--- src/rtl/mc_controller.sv ---
// mc_controller: main control unit for the multicycle ARM datapath.
// Holds the instruction-sequencing FSM, the {N,Z,C,V} condition-flag register
// and the retired-instruction counter. Every datapath enable and mux select is
// produced combinationally from the current state and the instruction fields.
//
// Ports:
//   clk, reset            clock, synchronous active-high reset
//   Op, Funct, Rd, Cond   instruction fields Instr[27:26], [25:20], [15:12], [31:28]
//   ALUFlags              {N,Z,C,V} from the ALU in the current cycle
//   PCWrite, MemWrite,
//   RegWrite, IRWrite     architectural write enables (condition-gated)
//   AdrSrc, ResultSrc,
//   ALUSrcA, ALUSrcB      datapath mux selects
//   ALUControl            00=ADD 01=SUB 10=AND 11=ORR
//   Undef                 one-cycle pulse in DECODE for Op=11
//   RetiredCnt            count of completed instructions (wraps)
module mc_controller #(
   parameter int CNT_W = 32
) (
   input  logic             clk,
   input  logic             reset,
   input  logic [1:0]       Op,
   input  logic [5:0]       Funct,
   input  logic [3:0]       Rd,
   input  logic [3:0]       Cond,
   input  logic [3:0]       ALUFlags,
   output logic             PCWrite,
   output logic             MemWrite,
   output logic             RegWrite,
   output logic             IRWrite,
   output logic             AdrSrc,
   output logic [1:0]       ResultSrc,
   output logic [1:0]       ALUSrcA,
   output logic [1:0]       ALUSrcB,
   output logic [1:0]       ALUControl,
   output logic             Undef,
   output logic [CNT_W-1:0] RetiredCnt
);

   localparam logic [3:0] FETCH    = 4'd0;
   localparam logic [3:0] DECODE   = 4'd1;
   localparam logic [3:0] MEMADR   = 4'd2;
   localparam logic [3:0] MEMREAD  = 4'd3;
   localparam logic [3:0] MEMWB    = 4'd4;
   localparam logic [3:0] MEMWRITE = 4'd5;
   localparam logic [3:0] EXECUTER = 4'd6;
   localparam logic [3:0] EXECUTEI = 4'd7;
   localparam logic [3:0] ALUWB    = 4'd8;
   localparam logic [3:0] BRANCH   = 4'd9;

   // ARM condition-code evaluation against stored flags {N,Z,C,V}.
   function automatic logic cond_check(input logic [3:0] cond, input logic [3:0] flags);
      logic n, z, c, v;
      n = flags[3];
      z = flags[2];
      c = flags[1];
      v = flags[0];
      case (cond)
         4'b0000: cond_check = z;
         4'b0001: cond_check = ~z;
         4'b0010: cond_check = c;
         4'b0011: cond_check = ~c;
         4'b0100: cond_check = n;
         4'b0101: cond_check = ~n;
         4'b0110: cond_check = v;
         4'b0111: cond_check = ~v;
         4'b1000: cond_check = c & ~z;
         4'b1001: cond_check = ~c | z;
         4'b1010: cond_check = (n == v);
         4'b1011: cond_check = (n != v);
         4'b1100: cond_check = ~z & (n == v);
         4'b1101: cond_check = z | (n != v);
         4'b1110: cond_check = 1'b1;
         default: cond_check = 1'b0;
      endcase
   endfunction

   logic [3:0]       state_r;
   logic [3:0]       next_state_s;
   logic [3:0]       eff_state_s;
   logic [3:0]       flags_r;
   logic [CNT_W-1:0] cnt_r;
   logic             next_pc_s;
   logic             reg_w_s;
   logic             mem_w_s;
   logic             branch_s;
   logic             alu_op_s;
   logic             ir_w_s;
   logic             undef_s;
   logic             is_cmp_s;
   logic             is_arith_s;
   logic             cond_ex_s;
   logic [1:0]       flag_w_s;
   logic             rd_pc_s;
   logic             pcs_s;

   // During reset the selects behave as in FETCH.
   assign eff_state_s = reset ? FETCH : state_r;

   // Next-state logic of the instruction sequencer.
   always_comb begin
      next_state_s = FETCH;
      case (state_r)
         FETCH:    next_state_s = DECODE;
         DECODE: begin
            case (Op)
               2'b00:   next_state_s = Funct[5] ? EXECUTEI : EXECUTER;
               2'b01:   next_state_s = MEMADR;
               2'b10:   next_state_s = BRANCH;
               default: next_state_s = FETCH;
            endcase
         end
         MEMADR:   next_state_s = Funct[0] ? MEMREAD : MEMWRITE;
         MEMREAD:  next_state_s = MEMWB;
         MEMWB:    next_state_s = FETCH;
         MEMWRITE: next_state_s = FETCH;
         EXECUTER: next_state_s = ALUWB;
         EXECUTEI: next_state_s = ALUWB;
         ALUWB:    next_state_s = FETCH;
         BRANCH:   next_state_s = FETCH;
         default:  next_state_s = FETCH;
      endcase
   end

   // Per-state raw controls and mux selects.
   always_comb begin
      next_pc_s = 1'b0;
      reg_w_s   = 1'b0;
      mem_w_s   = 1'b0;
      branch_s  = 1'b0;
      alu_op_s  = 1'b0;
      ir_w_s    = 1'b0;
      undef_s   = 1'b0;
      AdrSrc    = 1'b0;
      ResultSrc = 2'b00;
      ALUSrcA   = 2'b00;
      ALUSrcB   = 2'b00;
      case (eff_state_s)
         FETCH: begin
            ir_w_s = 1'b1; ALUSrcA = 2'b01; ALUSrcB = 2'b10; ResultSrc = 2'b10; next_pc_s = 1'b1;
         end
         DECODE: begin
            ALUSrcA = 2'b01; ALUSrcB = 2'b10; ResultSrc = 2'b10; undef_s = (Op == 2'b11);
         end
         MEMADR:   ALUSrcB = 2'b01;
         MEMREAD:  AdrSrc = 1'b1;
         MEMWB: begin
            ResultSrc = 2'b01; reg_w_s = 1'b1;
         end
         MEMWRITE: begin
            AdrSrc = 1'b1; mem_w_s = 1'b1;
         end
         EXECUTER: alu_op_s = 1'b1;
         EXECUTEI: begin
            ALUSrcB = 2'b01; alu_op_s = 1'b1;
         end
         ALUWB:    reg_w_s = ~is_cmp_s;   // CMP only sets flags
         BRANCH: begin
            ALUSrcB = 2'b01; ResultSrc = 2'b10; branch_s = 1'b1;
         end
         default: begin
            next_pc_s = 1'b0;
         end
      endcase
   end

   // ALU operation decode from Funct[4:1].
   always_comb begin
      ALUControl = 2'b00;
      is_cmp_s   = 1'b0;
      is_arith_s = 1'b0;
      case (Funct[4:1])
         4'b0100: begin ALUControl = 2'b00; is_arith_s = 1'b1; end
         4'b0010: begin ALUControl = 2'b01; is_arith_s = 1'b1; end
         4'b0000: ALUControl = 2'b10;
         4'b1100: ALUControl = 2'b11;
         4'b1010: begin ALUControl = 2'b01; is_arith_s = 1'b1; is_cmp_s = 1'b1; end
         default: ALUControl = 2'b00;
      endcase
      if (!alu_op_s) begin
         ALUControl = 2'b00;
      end else begin
         ALUControl = ALUControl;
      end
   end

   assign flag_w_s[1] = alu_op_s & Funct[0];
   assign flag_w_s[0] = alu_op_s & Funct[0] & is_arith_s;
   assign cond_ex_s   = cond_check(Cond, flags_r);
   assign rd_pc_s     = (Rd == 4'b1111);
   assign pcs_s       = branch_s | (reg_w_s & rd_pc_s);

   // Architectural writes are suppressed while reset is asserted.
   assign PCWrite    = ~reset & (next_pc_s | (pcs_s & cond_ex_s));
   assign RegWrite   = ~reset & reg_w_s & cond_ex_s & ~rd_pc_s;
   assign MemWrite   = ~reset & mem_w_s & cond_ex_s;
   assign IRWrite    = ~reset & ir_w_s;
   assign Undef      = ~reset & undef_s;
   assign RetiredCnt = cnt_r;

   // State, flags and retired-instruction counter.
   always_ff @(posedge clk) begin
      if (reset) begin
         state_r <= FETCH;
         flags_r <= 4'b0000;
         cnt_r   <= {CNT_W{1'b0}};
      end else begin
         state_r <= next_state_s;
         if (((state_r == EXECUTER) || (state_r == EXECUTEI)) && cond_ex_s) begin
            if (flag_w_s[1]) flags_r[3:2] <= ALUFlags[3:2];
            if (flag_w_s[0]) flags_r[1:0] <= ALUFlags[1:0];
         end
         // Any return to FETCH completes an instruction, undefined ones included.
         if ((next_state_s == FETCH) && (state_r != FETCH)) begin
            cnt_r <= cnt_r + {{(CNT_W-1){1'b0}}, 1'b1};
         end
      end
   end

endmodule

--- config.mk ---
export PLATFORM = sky130hd
export DESIGN_NAME = mc_controller
export DESIGN_NICKNAME = d
export VERILOG_FILES = /design/src/rtl/mc_controller.sv
export SDC_FILE = /design/constraint.sdc
export NUM_CORES = 1
export LEC_CHECK = 0
export ABC_AREA = 0
export CAP_MARGIN = 20
export CORE_AREA = 3 3 64 66
export DETAILED_ROUTE_END_ITERATION = 10
export DIE_AREA = 0 0 67 69
export DONT_BUFFER_PORTS = 1
export HOLD_SLACK_MARGIN = 0.02
export PLACE_DENSITY = 0.72
export SETUP_SLACK_MARGIN = 0.4
export SLEW_MARGIN = 20
export SYNTH_ARGS = -nofsm -noshare
export SYNTH_HDL_FRONTEND = slang
export SYNTH_SLANG_ARGS = --single-unit
--- constraint.sdc ---
create_clock -name clk -period 5.3 [get_ports clk]
set_input_delay 1.06 -clock clk [delete_from_list [all_inputs] [get_ports clk]]
set_output_delay 1.06 -clock clk [all_outputs]
set_load 0.005 [all_outputs]
### Word level (Yosys, flattened, before mapping)

Index checks and enable logic that the tools add are counted.
Widths: inputs -> output; s select.

| word-level totals | value |
|---|---|
| register bits after elaboration | 40 |
| input port bits | 22 |
| word-level logic and storage cells | 108 |
| output and inout port bits | 46 |

| operators by class | value |
|---|---|
| bitwise logic cells | 25 |
| reductions and logical operators | 20 |
| mux-type cells | 20 |
| add/subtract/negate cells | 1 |
| eq/ne operators | 38 |

Operators by type and width:

| cell | number |
|---|---|
| $eq 4x4->1 const B | 12 |
| $eq 4x3->1 const B | 11 |
| $add 32x1->32 const B | 1 |
| $eq 4x2->1 const B | 7 |
| $logic_not 4->1 | 5 |
| $pmux 4 s5 | 1 |
| $pmux 1 s15 | 1 |
| $and 1x1->1 | 14 |
| $eq 4x1->1 const B | 3 |
| $pmux 4 s3 | 1 |
| $mux 1 | 10 |
| $reduce_or 2->1 | 5 |
| $reduce_or 3->1 | 3 |
| $pmux 2 s2 | 2 |
| $not 1->1 | 7 |
| $pmux 2 s3 | 1 |
| $eq 2x2->1 const B | 2 |
| $mux 4 | 1 |
| $or 1x1->1 | 4 |
| $reduce_and 2->1 | 2 |
| $reduce_bool 4->1 | 1 |
| $mux 3 | 1 |
| $eq 2x1->1 const B | 1 |
| $logic_and 1x1->1 | 2 |
| other kinds (6) | 6 |

### Depth between registers and ports, before layout

Gate-level depths: netlist of run 1.

| depth | value |
|---|---|
| word-level depth | 9 |
| gate-level depth with buffers | 8 |
| gate-level depth less buffers | 6 |

### Worst setup path before layout of run 1

No wires, ideal clock.

| timing path | value |
|---|---|
| kind | input -> output |
| from | in Cond[2] |
| to | out RegWrite |
| buffers on the path | 1 |
| arrival | 2.353 ns |
| data required time | 4.240 ns |
| cell stages on the path | 7 |
| path slack | 1.887 ns |
| path through | clkbuf_1 > nor4bb_1 > o31ai_1 > a31oi_1 > a311oi_4 > nor2_1 > and4_1 |

| on the way | value |
|---|---|
| cells in the longest elaborated chain, start to end | 4 |
| elaborated cells on any way between the ends | 18 |
| classes of those cells | eq/ne: 14; mux: 1; bitwise: 2; reduce/logical: 1 |

RTL lines:

| element | line | text |
|---|---|---|
| start, declared | 25 | `input logic [3:0] Cond,` |
| $eq 4x4->1, or another cell as far along | 58 | `case (cond)` |
| $pmux 1 s15 (*) | 58 |  |
| $and 1x1->1 (*) (2 in series) | 195 | `assign RegWrite = ~reset & reg_w_s & cond_ex_s & ~rd_pc_s;` |
| end, declared | 29 | `output logic RegWrite,` |

Every way passes the cells marked *; elsewhere a longest branch is shown, timed or not.

### Worst setup path after layout of run 1

| timing path | value |
|---|---|
| from | in Cond[0] |
| to | out RegWrite |

The elaborated chain is that of the path after synthesis.

==> results.md, run 1 <==
* RSZ-0062 raised after global routing: false
* Mean post-synth cell area at 8.24 sq um
* Worst path arrival time at 2.29 ns
* Synth Net Count at approximately 290
* Die ar. at 4620 sq um
* CTS tree: built
* Final setup viols at 0
* Mapped Area at 2220 sq um
* Maximum clock rate at 299 MHz
* Worst r2r dst: RetiredCnt[5]
* Class of the worst hold path: flip-flop to flip-flop
* Fill count at ~350
* Seq/Total Area, Yosys at 0.361
* Nets at around 290
* Post-CTS Resized at 0
* Final hold violations at 0
* Relative slew slack at 0.441
* H-tree lvl count at 2
* Placer Congestion at 0.777
* Die Span Y at 69 um
* Outcome: finished clean
* Total power at ~640 uW
* Final worst slack at 1.95 ns
* Std cell rows at 22
* Post-Place Cells at between 300 and 400
* Crit Path Max Fanout at 11
* Leakage at ~0.84 nW
* Prevailing post-synth register cell: dfxtp_1
* CTS Buf Count at 5
* Hold Startpoint: flags_r[2]
* Final std cells w/o fill at a little over 300
* Via density at 5.76
* Initial antenna violation count at 0
* Clk sinks at 40
* Slew @ Worst Pin at 0.836 ns
* DR pass1 iterations at 4
* Clock transition at the registers of the reported paths at 0.07 ns
* Worst setup path end: RegWrite
* Yosys warning count at 0
* PwrDens at 273 nW/um^2
* Mapped Cells at 269
* DRC viols at 0
* GR Overflow Total at 0
* Final Slew Violations at 0
* Area grow syn2layout at 5.65%
* Hold Slack at 0.516 ns
* FF-to-FF path depth at 6
* Routed vias at roughly 1,800
* Max-cap violation count at 0
* Overall routing resource usage at 0.210
* VDD IR max at roughly 220 uV
* Final worst-path cycle share at 0.632
* Worst setup startpoint: Cond[0]
* CP startpoint kind: input port
* Total I/O pin count at 68
* Synth async-reset ratio at 0
* Number of synthesized register bits at 40
* Post-Route WL at 4570 um
* Setup tns final at 0 ns
* Largest net degree at the start of global routing at 43
* CP Capture Type: output port
* Initial core utilization at 0.610
* Number of synthesized flops with an enable pin at 0
* Cts hold-fix bufs at 0
* Yosys cell types at 48
* Dpl ws at 1.93 ns
* HPWL Detailed at 3290 um
* Vias in the first global route at 1,649
* Share of layout cells above drive strength 1 at 0.0496
* Maximum root-to-sink buffer count at 2
* Ant diodes at 0
* Worst reg2reg setup slack at between 2 and 3 ns
* RR Startpoint: state_r[0]
* First-pass GRT wire length at 7720 um
* Clk root buf: clkbuf_8
* Crit path kind: input port to output port
* Crit path required time at 4.24 ns
* Port Buffers at 0
* Post-CTS Setup Repair Bufs at 0
* Routed wire per std cell at 14.7 um
* Core Area at approximately 3600 sq um
* Skew-Pair Late Insertion Delay at a little under 0.3 ns
* First DRT Iteration DRCs at 110
* Post-route ant nets at 0
* Die width at 67 um
* Hold depth at 2
* Min cycle time layout at around 3.3 ns
* Final clock skew at 0.0106 ns
cells by family (layout without fill, tap and decap cells):
kind of cell | Yosys count | in the layout | synth area share
adders and majority gates | 1 | 1 | 0.00565
AOI/OAI and AO/OA | 32 | 32 | 0.104
buffers and inverters | 21 | 14 | 0.0407
muxes | 3 | 3 | 0.0136
DFF | 40 | 40 | 0.361
other | 1 | 1 | 0.00169
and+or+nand+nor | 134 | 134 | 0.326
xor gates and xnor gates | 37 | 37 | 0.146
worst max-delay path, stage by stage:
cell and delay (ns):
nor4bb_1 0.12, o31ai_1 0.23, a31oi_1 0.16, a311oi_4 0.42, nor2_1 0.09, and4_1 0.20
layer usage:
layer | vias up | track usage | wire length (um)
li1 | 918 | - | -
met1 | 810 | 0.288 | 2100
met2 | 55 | 0.302 | 2090
met3 | 4 | 0.0733 | 331
met4 | 0 | 0.0743 | 53
met5 | - | 0 | 0
layout by cell type, fill, tap and decap left out, types with 4 or more instances in the layout:
| cell type | instances |
|---|---|
| nor3_1 | 8 |
| a21oi_1 | 6 |
| nor3b_1 | 4 |
| nor2_1 | 38 |
| dfxtp_1 | 40 |
| nand2_1 | 23 |
| inv_1 | 7 |
| nor2b_1 | 5 |
| clkbuf_8 | 5 |
| o21ai_0 | 8 |
| xnor2_1 | 14 |
| nand3_1 | 13 |
| and3_1 | 8 |
| and4_1 | 7 |
| xor2_1 | 23 |
| nand4_1 | 6 |
synth_stat cells, types with 5 or more instances:
library cell,count,area (sq um)
dfxtp_1,40,801
nor2_1,38,143
nand2_1,23,86.3
xor2_1,23,201
xnor2_1,14,123
nand3_1,13,65.1
and3_1,8,50.1
nor3_1,8,40.0
o21ai_0,8,40.0
and4_1,7,61.3
clkbuf_1,7,26.3
inv_1,7,26.3
a21oi_1,6,30.0
nand4_1,6,37.5
nor2b_1,5,31.3
power by group:
part / switching [mW] / leakage (nW) / internal [mW]
Sequential: 0.00783 / 0.323 / 0.304
Clock: 0.104 / 0.0642 / 0.185
Combinational: 0.0207 / 0.454 / 0.0191
Total: 0.132 / 0.841 / 0.508
final cells by class:
| type | count | area [sq um] | share of cell area |
|---|---|---|---|
| Inverter | 7 | 26.3 | 0.0112 |
| Clock inverter | 2 | 60.1 | 0.0257 |
| Sequential cell | 40 | 801 | 0.342 |
| Multi-Input combinational cell | 208 | 1330 | 0.566 |
| Tap cell | 48 | 60.1 | 0.0257 |
| Clock buffer | 5 | 68.8 | 0.0294 |
per-stage QoR:
stage               utilization  area (sq um)
finish                    0.644          2340
global route              0.644          2340
CTS                       0.644          2340
detailed placement        0.609          2210
global placement          0.609          2210
floorplan                     -          2220
registers in the layout, indices dropped and copies added (netlist names):
signal / cells
RetiredCnt: 32
state_r: 4
flags_r: 4
how the worst min path moves through the flow:
stage / endpoint / slack (ns)
floorplan: flags_r[2] / 0.47
global placement: flags_r[2] / 0.50
detailed placement: flags_r[2] / 0.50
CTS: flags_r[2] / 0.51
global route: flags_r[2] / 0.55
finish: flags_r[2] / 0.52
No activity file was read; power rests on OpenSTA's default activity.
==> run 2: changes to the inputs <==
CORE_AREA = 3 3 67 69   (was 3 3 64 66)
DIE_AREA = 0 0 70 72   (was 0 0 67 69)
PLACE_DENSITY = 0.69   (was 0.72)
clock period = 2.75 ns   (was 5.3 ns; I/O delays follow)
==> run 2 against run 1 <==
Compared with the run above: die area is 9.0% higher; utilization down 5.3 points; clock power grew 26%; critical path depth unchanged; wire length increased by 1.1%; global-route usage decreased by 2.2 points; clock skew shrank 0.0015 ns; total power increased by 63%; combinational power is 110% higher; worst hold slack worse by 0.18 ns; flip-flop and latch count is the same; register-to-register slack got worse by 2.2 ns; critical path type is now flip-flop to output port; critical endpoint is now PCWrite; highest routed layer unchanged.
==> results.md, run 2 (synthesized netlist as in run 1, its figures left out) <==
* Std cell rows at 23 (+4.5%)
* First-pass GRT wire length at 7840 um (+1.5%)
* Port Buffers at 0 (unchanged)
* Final worst-path cycle share at 0.835
* Routed vias at 1,834 (+2.6%)
* Crit path cell chain: nor4bb_4 -> o31ai_1 -> a31oi_1 -> a311oi_4 -> nor2_2 -> a21o_1
* CTS tree: built
* Nets at 288 (+1.1%)
* Crit Path Max Fanout at 7 (-4)
* Clk sinks at 40 (unchanged)
* Overall routing resource usage at 0.188 (-0.0219)
* Worst path arrival time at 1.75 ns (-0.54 ns)
* Leakage at 0.837 nW (-0.47%)
* Post-Place Cells at 306 (+0.99%)
* CP delay by family, top: compound AO/OA/AOI/OAI gates
* Ant diodes at 0 (unchanged)
* Initial antenna violation count at 0 (unchanged)
* Final Slew Violations at 0 (unchanged)
* Skew-Pair Late Insertion Delay at 0.29 ns (about the same)
* Die width at 70 um (+4.5%)
* Maximum clock rate at roughly 440 MHz
* Die ar. at 5040 sq um (+9.0%)
* Total power at 1.05 mW (+63%)
* GR Overflow Total at 0 (unchanged)
* Placer Congestion at 0.790 (+1.7%)
* Slowest cell on crit path: dfxtp_4
* Routed wire per std cell at 14.7 um (-0.55%)
* Die Span Y at 72 um (+4.3%)
* Clock power share at 0.349 (-0.102)
* P_sw at 251 uW (+90%)
* Max reg flops at 32 (unchanged)
* CP Capture Type: output port
* HPWL Detailed at 3380 um (+2.9%)
* Sw Ratio at 0.240 (+0.0334)
* Total I/O pin count at 68 (unchanged)
* Share of layout cells above drive strength 1 at 0.0830 (+0.0334)
* Final worst slack at 0.455 ns (-1.50 ns)
* Internal at 795 uW (+57%)
* DR pass1 iterations at 4 (unchanged)
* CP max stage delay at 0.37 ns (-0.05 ns)
* Initial core utilization at 0.558 (-0.0519)
* Relative slew slack at 0.613 (+0.172)
* CTS Buf Count at 5 (unchanged)
* Clock transition at the registers of the reported paths at 0.08 ns (about the same)
* Class of the worst hold path: input port to flip-flop
* Dpl ws at 0.446 ns (-1.49 ns)
* Crit path required time at 2.20 ns (-2.04 ns)
* Commonest non-fill, non-tap cells in the layout: dfxtp_1, nor2_1, nand2_1, xor2_1, xnor2_1
* Min cycle time layout at 2.30 ns
* PwrDens at 445 nW/um^2 (+63%)
* DRC viols at 0 (unchanged)
* Crit path kind: flip-flop to output port
* Outcome: finished clean
* Core Area at 3970 sq um (+9.3%)
* Part of the power in registers at 0.573 (+0.086)
* Worst Path Buf+Inv at 0 (unchanged)
* RSZ-0062 raised after global routing: true
* Maximum root-to-sink buffer count at 2 (unchanged)
* Final clock skew at 0.00908 ns (-0.00148 ns)
* Cts hold-fix bufs at 0 (unchanged)
* Final hold violations at 0 (unchanged)
* Area grow syn2layout at 5.99%
* VDD IR max at 338 uV (+52%)
* Max-cap violation count at 0 (unchanged)
* Combinational share of power at 0.078 (+0.016)
* Post-layout util at 0.591 (-0.0529)
* Post-route ant nets at 0 (unchanged)
* CP startpoint kind: flip-flop
* Clk root buf: clkbuf_8
* Vias in the first global route at 1,731 (+5.0%)
* Largest net degree at the start of global routing at 43 (unchanged)
* Placed Area at 2220 sq um (+0.45%)
* Final std cells w/o fill at 315 (+1.6%)
* Setup tns final at 0 ns (unchanged)
* Final setup viols at 0 (unchanged)
* Slew @ Worst Pin at 0.577 ns (-0.259 ns)
* Hold Slack at 0.339 ns (-0.178 ns)
* Design Area, Final at 2350 sq um (+0.32%)
* H-tree lvl count at 2 (unchanged)
* First DRT Iteration DRCs at 95 (-14%)
* Via density at 5.82 (+1.0%)
* Post-Route WL at 4620 um (+1.1%)
run 2: cell count changes in the layout (fill, tap and decap cells not counted), moves of 2 or more:
cell,change
dfxtp_1,-3
bufinv_16,-2
dfxtp_4,+2
buf_4,+3
run 2: worst paths after layout:
check              from             end  slack (ns)  depth (start not counted)
min reg2reg  flags_r[2]      flags_r[2]        0.51                          2
max reg2reg  state_r[0]   RetiredCnt[5]        0.70                          7
min               reset  RetiredCnt[10]        0.34                          1
max          flags_r[3]         PCWrite        0.45                          6
run 2: timing repair:
action,in CTS,in global routing
buffers inserted,1,1
gates resized for setup,2,7
endpoints found under the setup margin,2,8
pin swaps,1,4
gates cloned,0,0
run 2: metal layers:
layer  routed length [um]  track usage  vias up
met2                 2110        0.307       44
met4                   31       0.0447        0
met1                 2140        0.236      858
met5                    0            0        -
met3                  332       0.0734        4
li1                     -            -      928
run 2: final cells by class:
cell class / instances / area, sq um
Fill cell: 390 / 1620
Multi-Input combinational cell: 208 / 1350
Sequential cell: 40 / 810
Clock buffer: 5 / 68.8
Tap cell: 50 / 62.6
Inverter: 7 / 26.3
Timing Repair Buffer: 3 / 22.5
Clock inverter: 2 / 12.5
run 2: power by group through the flow:
stage	Combinational [mW]	Sequential, mW	Clock, mW
floorplan	0.0870	0.604	0
global placement	0.0764	0.614	0
global route	0.0925	0.602	0.404
detailed placement	0.0776	0.614	0
finish	0.0817	0.599	0.365
CTS	0.0806	0.601	0.381
==> run 3: changes to the inputs <==
CORE_AREA = 3 3 64 66   (was 3 3 67 69)
DIE_AREA = 0 0 67 69   (was 0 0 70 72)
PLACE_DENSITY = 0.72   (was 0.69)
clock period = 2.22 ns   (was 2.75 ns; I/O delays follow)
==> run 3 against run 2 <==
Compared with the run above: the flow now finishes with violations (negative setup slack); wire length rose by 6.5%; flip-flop and latch count did not move; via count increased by 2.0%; register-to-register slack lost 0.22 ns; die area decreased by 8.3%; critical path depth unchanged; sequential share of layout area shrank 2.6 points; sequential power up 23%; final cell count grew 2.9%; design area rose by 9.7%; clock power is 67% higher; largest cell class unchanged; largest power group unchanged.
==> results.md, run 3 (synthesized netlist as in run 1, its figures left out) <==
* Nets at 298 (+3.5%)
* Vias in the first global route at 1,789 (+3.4%)
* GR Overflow Total at 0 (unchanged)
* Maximum root-to-sink buffer count at 2 (unchanged)
* CP max stage delay at 0.38 ns (about the same)
* Die ar. at 4620 sq um (-8.3%)
* Placer Congestion at 0.781 (-1.2%)
* Post-Place Cells at 311 (+1.6%)
* Final clock skew at 0.0154 ns (+0.00636 ns)
* Skew-Pair Late Insertion Delay at 0.31 ns (+0.02 ns)
* Crit path kind: flip-flop to output port
* Crit Path Max Fanout at 7 (unchanged)
* Internal at 1.13 mW (+42%)
* Area grow syn2layout at 16.3%
* Final worst-path cycle share at 1.00
* Post-Route WL at 4920 um (+6.5%)
* Clock power share at 0.411 (+0.062)
* Clock transition at the registers of the reported paths at 0.09 ns (about the same)
* Worst Path Buf+Inv at 0 (unchanged)
* DRC viols at 0 (unchanged)
* Initial antenna violation count at 0 (unchanged)
* Core Area at 3630 sq um (-8.5%)
* Post-route ant nets at 0 (unchanged)
* CP startpoint kind: flip-flop
* Commonest non-fill, non-tap cell in the layout: nor2_1
* Min cycle time layout at between 2 and 2.5 ns
* Via density at 5.77 (-0.87%)
* First-pass GRT wire length at 8160 um (+4.0%)
* DR pass1 iterations at 4 (unchanged)
* Worst path arrival time at 1.78 ns (+0.03 ns)
* RSZ-0062 raised after global routing: true
* Maximum clock rate at 450 MHz
* Std cell rows at 22 (-4.3%)
* Failing checks: negative setup slack
* Routed vias at 1,870 (+2.0%)
* Die Span Y at 69 um (-4.2%)
* Part of the power in registers at 0.495 (-0.078)
* Outcome: complete, but fails checks
* Crit path cell chain: nor4bb_4 -> o31ai_2 -> a31oi_2 -> a311oi_4 -> nor2_2 -> a21o_1
* Final worst slack at -0.00242 ns (-0.457 ns)
* Fill count at 321 (-18%)
* P_sw at 355 uW (+42%)
* CTS Buf Count at 5 (unchanged)
* PwrDens at 575 nW/um^2 (+29%)
* H-tree lvl count at 2 (unchanged)
* Share of layout cells above drive strength 1 at 0.199 (+0.116)
* Port Buffers at 0 (unchanged)
* Total power at 1.48 mW (+42%)
* CP Capture Type: output port
* Dpl ws at 0.243 ns (-0.204 ns)
* CP delay by family, top: compound AO/OA/AOI/OAI gates
* Ant diodes at 0 (unchanged)
* Final std cells w/o fill at 324 (+2.9%)
* Max reg flops at 32 (unchanged)
* Leakage at 0.969 nW (+16%)
* First DRT Iteration DRCs at 77 (-19%)
* Post-layout util at 0.709 (+0.118)
* CTS tree: built
* Final Slew Violations at 0 (unchanged)
* Sw Ratio at 0.240 (about the same)
* Clk root buf: clkbuf_8
* Crit path required time at 1.78 ns (-0.42 ns)
* Final hold violations at 0 (unchanged)
* Die width at 67 um (-4.3%)
* Final setup viols at 1 (+1)
* Total I/O pin count at 68 (unchanged)
* Class of the worst hold path: input port to flip-flop
* Overall routing resource usage at 0.222 (+0.0338)
* Clk sinks at 40 (unchanged)
* VDD IR max at 414 uV (+23%)
* Commonest non-fill, non-tap cells in the layout: nor2_1, dfxtp_1, xor2_1
* Largest net degree at the start of global routing at 43 (unchanged)
* Initial core utilization at 0.610 (+0.0519)
* Max-cap violation count at 0 (unchanged)
* HPWL Detailed at 3310 um (-2.1%)
* Routed wire per std cell at 15.2 um (+3.5%)
* Combinational share of power at 0.094 (+0.016)
* Slowest cell on crit path: dfxtp_4
[run 3: cell count changes in the layout (fill, tap and decap cells not counted), moves of 2 or more]
cell      delta
dfxtp_4      +2
and4_1       -2
nand3_2      +2
dfxtp_2      +4
buf_4        +7
nor3_1       -2
and2_1       -2
o311ai_0     -2
and2_2       +2
nand3_1      -2
dfxtp_1      -6
buf_6        +3
[run 3: area by class of cell]
type / count / area, sq um / area share
Timing Repair Buffer: 13 / 109 / 0.0422
Inverter: 7 / 26.3 / 0.0102
Clock buffer: 5 / 68.8 / 0.0267
Sequential cell: 40 / 822 / 0.319
Multi-Input combinational cell: 208 / 1450 / 0.561
Tap cell: 48 / 60.1 / 0.0233
Clock inverter: 3 / 46.3 / 0.0180
[run 3: final timing paths]
path / startpoint / end / cells past startpoint / slack, ns
worst min-delay path: reset / RetiredCnt[12] / 1 / 0.20
worst min register to register: flags_r[2] / flags_r[2] / 2 / 0.49
worst max register to register: flags_r[3] / flags_r[3] / 7 / 0.48
worst max-delay path: flags_r[3] / PCWrite / 6 / -0.002
[run 3: layer usage]
metal	routed length (um)	vias up	track usage
met5	0	-	0
met4	113	0	0.0901
met3	321	11	0.0863
met2	2220	44	0.328
met1	2260	866	0.286
li1	-	949	-
[run 3: per-stage QoR]
stage	area, sq um	hold slack, ns	TNS, ns
floorplan	2220	0.468	0
global placement	2270	0.492	0
detailed placement	2270	0.497	0
CTS	2500	0.194	0
global route	2580	0.181	-0.102
finish	2580	0.203	-0.00242
[run 3: repair_timing]
item                                   4_1_cts  5_1_grt
pin swaps                                    9        6
buffers inserted                             5        0
hold buffers                                 0        0
resized for setup                           21       23
setup endpoints to repair                   14       29
endpoints found under the hold margin        0        0
[run 3: power by group through the flow]
stage	clock network [mW]	logic, mW	registers, mW
final	0.609	0.139	0.734
after floorplan	0	0.109	0.748
after global placement	0	0.115	0.753
after CTS	0.622	0.126	0.732
after global routing	0.657	0.154	0.735
after detailed placement	0	0.116	0.753
